### src/rtl/clock_trig_mon.sv
// rtl/clock_trig_mon.sv - receive-side checker for the periodic clock trigger
//
// Purpose:
//   While in_live is high, measures the spacing of in_trig pulses against the
//   expected interval E = user_gap + 1. Flags EARLY (pulse before E) and MISS
//   (no pulse by E) errors, keeps saturating trigger/error counts and asserts
//   out_lock after LOCK_N consecutive good intervals.
//
// Ports:
//   clk          - system clock, rising edge
//   reset        - asynchronous active-high reset
//   in_live      - run window; monitoring only while high
//   in_trig      - incoming one-cycle trigger pulse
//   user_gap     - programmed gap, E = user_gap + 1 cycles
//   out_period   - last measured interval (cycles)
//   out_n_trig   - triggers in current run, saturating
//   out_n_err    - errors in current run, saturating
//   out_err      - one-cycle error pulse
//   out_err_code - 01 EARLY, 10 MISS while out_err is high, else 00
//   out_lock     - stream locked

module clock_trig_mon #(
  parameter int unsigned LOCK_N = 4
) (
  input  logic        clk,
  input  logic        reset,
  input  logic        in_live,
  input  logic        in_trig,
  input  logic [31:0] user_gap,
  output logic [31:0] out_period,
  output logic [31:0] out_n_trig,
  output logic [15:0] out_n_err,
  output logic        out_err,
  output logic [1:0]  out_err_code,
  output logic        out_lock
);

  localparam logic [1:0] CODE_NONE  = 2'b00;
  localparam logic [1:0] CODE_EARLY = 2'b01;
  localparam logic [1:0] CODE_MISS  = 2'b10;
  localparam logic [7:0] LOCK_TARGET = 8'(LOCK_N);

  typedef enum logic [1:0] {
    IDLE       = 2'd0,
    WAIT_FIRST = 2'd1,
    TRACK      = 2'd2
  } state_t;

  state_t      state, state_nxt;
  logic        live_q;
  logic [32:0] cnt, cnt_nxt;
  logic [7:0]  good_cnt, good_nxt;

  logic [31:0] period_nxt;
  logic [31:0] n_trig_nxt;
  logic [15:0] n_err_nxt;
  logic        err_nxt;
  logic [1:0]  code_nxt;
  logic        lock_nxt;

  // E is 33 bits wide so user_gap = 0xFFFFFFFF gives 2^32 rather than 0.
  logic [32:0] exp_gap;
  logic [31:0] n_trig_inc;
  logic [15:0] n_err_inc;
  logic [7:0]  good_inc;
  logic [31:0] cnt_meas;

  assign exp_gap    = {1'b0, user_gap} + 33'd1;
  assign n_trig_inc = (out_n_trig == 32'hFFFF_FFFF) ? out_n_trig : out_n_trig + 32'd1;
  assign n_err_inc  = (out_n_err == 16'hFFFF) ? out_n_err : out_n_err + 16'd1;
  assign good_inc   = (good_cnt >= LOCK_TARGET) ? good_cnt : good_cnt + 8'd1;
  // A good interval of exactly 2^32 cycles cannot be shown in 32 bits; clamp it.
  assign cnt_meas   = cnt[32] ? 32'hFFFF_FFFF : cnt[31:0];

  always_comb begin
    state_nxt  = state;
    cnt_nxt    = cnt;
    good_nxt   = good_cnt;
    period_nxt = out_period;
    n_trig_nxt = out_n_trig;
    n_err_nxt  = out_n_err;
    err_nxt    = 1'b0;
    code_nxt   = CODE_NONE;
    lock_nxt   = out_lock;

    case (state)
      IDLE: begin
        lock_nxt = 1'b0;
        cnt_nxt  = 33'd0;
        if (in_live && !live_q) begin
          period_nxt = 32'd0;
          n_trig_nxt = 32'd0;
          n_err_nxt  = 16'd0;
          good_nxt   = 8'd0;
          state_nxt  = WAIT_FIRST;
        end
      end

      WAIT_FIRST: begin
        if (!in_live) begin
          lock_nxt  = 1'b0;
          cnt_nxt   = 33'd0;
          state_nxt = IDLE;
        end else if (in_trig) begin
          n_trig_nxt = n_trig_inc;
          cnt_nxt    = 33'd1;
          state_nxt  = TRACK;
        end
      end

      TRACK: begin
        if (!in_live) begin
          // Leaving the run drops any error this edge would have raised.
          lock_nxt  = 1'b0;
          cnt_nxt   = 33'd0;
          state_nxt = IDLE;
        end else if (in_trig && (cnt == exp_gap)) begin
          n_trig_nxt = n_trig_inc;
          period_nxt = cnt_meas;
          cnt_nxt    = 33'd1;
          good_nxt   = good_inc;
          lock_nxt   = (good_inc >= LOCK_TARGET);
        end else if (in_trig && (cnt < exp_gap)) begin
          n_trig_nxt = n_trig_inc;
          period_nxt = cnt_meas;
          cnt_nxt    = 33'd1;
          good_nxt   = 8'd0;
          lock_nxt   = 1'b0;
          n_err_nxt  = n_err_inc;
          err_nxt    = 1'b1;
          code_nxt   = CODE_EARLY;
        end else if (cnt >= exp_gap) begin
          // Overdue (or gap shrunk under the count): insert a virtual trigger
          // to re-phase. A real pulse that coincides is still counted.
          if (in_trig) begin
            n_trig_nxt = n_trig_inc;
          end
          cnt_nxt   = 33'd1;
          good_nxt  = 8'd0;
          lock_nxt  = 1'b0;
          n_err_nxt = n_err_inc;
          err_nxt   = 1'b1;
          code_nxt  = CODE_MISS;
        end else begin
          cnt_nxt = cnt + 33'd1;
        end
      end

      default: begin
        lock_nxt  = 1'b0;
        cnt_nxt   = 33'd0;
        state_nxt = IDLE;
      end
    endcase
  end

  always_ff @(posedge clk or posedge reset) begin
    if (reset) begin
      state <= IDLE;
    end else begin
      state <= state_nxt;
    end
  end

  always_ff @(posedge clk or posedge reset) begin
    if (reset) begin
      live_q       <= 1'b0;
      cnt          <= 33'd0;
      good_cnt     <= 8'd0;
      out_period   <= 32'd0;
      out_n_trig   <= 32'd0;
      out_n_err    <= 16'd0;
      out_err      <= 1'b0;
      out_err_code <= CODE_NONE;
      out_lock     <= 1'b0;
    end else begin
      live_q       <= in_live;
      cnt          <= cnt_nxt;
      good_cnt     <= good_nxt;
      out_period   <= period_nxt;
      out_n_trig   <= n_trig_nxt;
      out_n_err    <= n_err_nxt;
      out_err      <= err_nxt;
      out_err_code <= code_nxt;
      out_lock     <= lock_nxt;
    end
  end

endmodule

### config.mk
export PLATFORM = sky130hd
export DESIGN_NAME = clock_trig_mon
export DESIGN_NICKNAME = d
export VERILOG_FILES = /design/src/rtl/clock_trig_mon.sv
export SDC_FILE = /design/constraint.sdc
export NUM_CORES = 1
export LEC_CHECK = 0
export CORE_UTILIZATION = 51
export CTS_BUF_LIST = sky130_fd_sc_hd__clkbuf_8
export DETAILED_ROUTE_END_ITERATION = 16
export PLACE_DENSITY = 0.83
export SETUP_SLACK_MARGIN = 0.5
export SYNTH_ARGS = -nofsm -noshare
export SYNTH_HDL_FRONTEND = slang
export SYNTH_SLANG_ARGS = --single-unit
### constraint.sdc
create_clock -name clk -period 4.42 [get_ports clk]
set_input_delay 0.884 -clock clk [delete_from_list [all_inputs] [get_ports clk]]
set_output_delay 0.884 -clock clk [all_outputs]
set_load 0.005 [all_outputs]
==> flow_summary.ini <==
[global_routing]
gr-usage-met1_pct = 42.7
grt_use_met3_pct = 7.10
grt_use_met2_pct = 58.0
antenna_found_initial = 0
track_usage_pct = 35.3
grt_pass1_vias = 8814
grt_busiest_layer = met2
grt_pass1_wl_mm = 45.1
grt_remaining_overflow = 0
grt_start_max_net_pins = 50

[route]
vias_per_cell = 6.95
wirelength_mm = 32.1
ant_nets = 0
drcViolationCount = 0
first_pass_iters = 10
wire_per_inst_um = 23.4
drtIter0Drc = 1411
vias = 9529

[place]
portBuffers = 119
dp.cells = 1307
gp_congestion = 0.915
dp_hpwl_mm = 16.6

[setup_path]
crit_path_end_kind = flip-flop
path_class = input port to flip-flop
cp-start-kind = input port
cp_max_fo = 5
r2r_cells = 8
cp-startpoint = user_gap[5]
crit_end = cnt[15]
worstReg2RegEnd = cnt[32]
crit_arrival_ns = 4.85
rrSetupSlack_ns = 0.56
cp.required_ns = 4.75
r2r-start = state[0]

[floorplan]
core_um2 = 15300
initial_utilization_pct = 52.8
fp.dieW_um = 128
row_count = 45
die-area_um2 = 16300
io_pins = 120
fp.dieH_um = 128

[run_status]
status = finished with violations
violations = negative setup slack

[timing]
drv_slew = 0
max_clock_freq_mhz = 221
fin_crit_sh_pct = 102
worstMarginPinSlew_ns = 1.14
finalSetupViolCount = 15
timing.final.crit_period_ns = 4.52
rsz0062_at_grt = true
finalWorstSetupSlack_ns = -0.0994
hold_viol = 0
fin_worst_skew_ns = 0.0245
relSlewSlack_pct = 23.6

[clock_network]
htreeDepth = 4
clock_sinks = 128
cts_buffer_depth = 2
hold_buffers = 0
numCtsBuffers = 17
clkSlewWorstSetupHoldPaths_ns = 0.07
worstSkewPairLatency_ns = 0.47
tritoncts = built
root_buffer = clkbuf_8

[worst_hold_path]
hold_class = flip-flop to flip-flop
hold_depth = 1
hold_start = good_cnt[7]

[logic_synthesis]
synth.top_cell.area_share_pct = 39.6
yosys_warnings = 0
synthTopCellsByCount = dfrtp_1, nor2_1, nand2_1, nand3_1, a21oi_1
ys_seq_elements = 128
synth_most_common_cell = dfrtp_1
synth_seq_area_share_pct = 39.6
synth_top_area_cell = dfrtp_1
synthFlopType = dfrtp_1
synth_edf_count = 0
synthCells = 934
syn-num-nets = 1013
synth_area_leaders = dfrtp_1, ha_1, nor2_1, nand3_1, a21oi_1
async_reset_ff_share_pct = 100
yosysUniqueCellTypes = 65
syn_area_um2 = 8080
postSynthAreaPerCell_um2 = 8.65

[power_and_ir_drop]
vdd_drop_max_mv = 0.265
p_leak_nw = 4.94
power.density_nw_per_um2 = 366

[final_layout]
syn2layout_area_growth_pct = 50.4
multi_input_area_um2 = 5810
register_area_um2 = 3200
finalNetCount = 1230
nFillCells = 868
instances_no_fill = 1372
final_core_util_pct = 79.3
layout-drive-gt1-share_pct = 31.3
diodes = 0

[job]
maxCapViolCount = 0
-- layout by cell type (no fill, tap or decap), types with 8 or more instances in the layout --
cell | netlist | layout
clkbuf_8 | 0 | 23
ha_1 | 43 | 42
nand2b_1 | 11 | 10
nor3_1 | 17 | 9
dfrtp_1 | 128 | 128
dlygate4sd2_1 | 0 | 12
o31ai_2 | 0 | 10
buf_4 | 1 | 94
clkdlybuf4s50_1 | 0 | 93
a211oi_2 | 0 | 27
and3_4 | 0 | 10
o21ai_1 | 2 | 14
o31ai_1 | 28 | 8
inv_1 | 27 | 26
nand4_1 | 30 | 30
xor2_1 | 30 | 30
o21ai_0 | 44 | 14
buf_6 | 1 | 17
a31oi_1 | 34 | 27
or3_1 | 14 | 9
a21oi_1 | 60 | 26
nand3_1 | 62 | 51
xnor2_1 | 11 | 11
buf_12 | 0 | 11
a21o_1 | 10 | 10
nand2_1 | 80 | 71
nor2_1 | 91 | 87
and3_1 | 26 | 19
o21ai_2 | 1 | 17
a21oi_2 | 0 | 31
o31ai_4 | 0 | 10
-- layout make-up --
type / count / area share [%]
clock buffer: 23 / 2.61
clock inverter: 6 / 0.669
inverter: 27 / 0.865
multi-input combinational: 735 / 47.8
sequential: 128 / 26.4
tap: 211 / 2.17
timing repair buffer: 242 / 19.5
-- power by group --
group	internal, W	switching [W]	leakage, nW	total (W)
sequential	0.00130	0.000131	1.75	0.00143
clock	0.000579	0.000470	0.207	0.00105
combinational	0.000842	0.00112	2.98	0.00197
-- metal layers --
metal,vias to the layer above,wire length [µm]
met5,-,0
li1,3912,-
met4,0,2520
met1,4476,11100
met2,861,14900
met3,280,3700
-- worst min-delay path by stage --
stage / endpoint / slack, ns
after global routing: good_cnt[4] / 0.53
after detailed placement: good_cnt[7] / 0.47
after floorplan: good_cnt[7] / 0.45
after global placement: good_cnt[7] / 0.47
after CTS: good_cnt[7] / 0.49
final: good_cnt[7] / 0.51
-- critical path, stage by stage --
cell and delay [ns]:
buf_6 0.07, nand4_1 0.11, buf_6 0.15, buf_4 0.12
buf_4 0.12, buf_4 0.12, nor2_1 0.18, nand2_1 0.11
xor2_1 0.16, ha_1 0.29, nand4_1 0.18, nor3_1 0.56
or4b_4 0.58, o2111a_2 0.33, buf_6 0.15, nand3_4 0.15
buf_12 0.16, buf_16 0.13, nor4_4 0.05, a21o_1 0.22
-- flip-flops by register name, summed over array words and instances (netlist names) --
register      cells
cnt              33
good_cnt          8
live_q            1
out_err           1
out_err_code      2
out_lock          1
out_n_err        16
out_n_trig       32
out_period       32
state             2
-- per-stage QoR --
step	instance area (µm²)	worst slack [ns]	hold WS, ns	TNS (ns)	total power [W]
2_1_floorplan	8290	-0.00787	0.454	-0.243	0.00219
3_3_place_gp	10300	-0.526	0.471	-52.19	0.00278
3_5_place_dp	10300	-0.688	0.471	-72.69	0.00283
4_1_cts	11600	0.159	0.495	0	0.00415
5_1_grt	12200	-0.233	0.526	-7.92	0.00460
6_report	12200	-0.0994	0.509	-0.511	0.00445
-- logic make-up after synthesis --
family	count (synthesis)	synth area share, %
simple gates	385	24.2
compound gates	258	20.8
flops	128	39.6
buf+inv	75	3.76
mux	4	0.496
xor+xnor	41	4.44
fa+ha+maj	43	6.66
-- repair_timing --
| action | in CTS | in global routing |
|---|---|---|
| pin swaps | 69 | 44 |
| endpoints found under the setup margin | 125 | 125 |
| resized for setup | 208 | 108 |
| setup buffers | 18 | 6 |
| endpoints found under the hold margin | 0 | 0 |
| gates cloned | 10 | 2 |
Note: power is estimated with default switching activity, not from simulation.
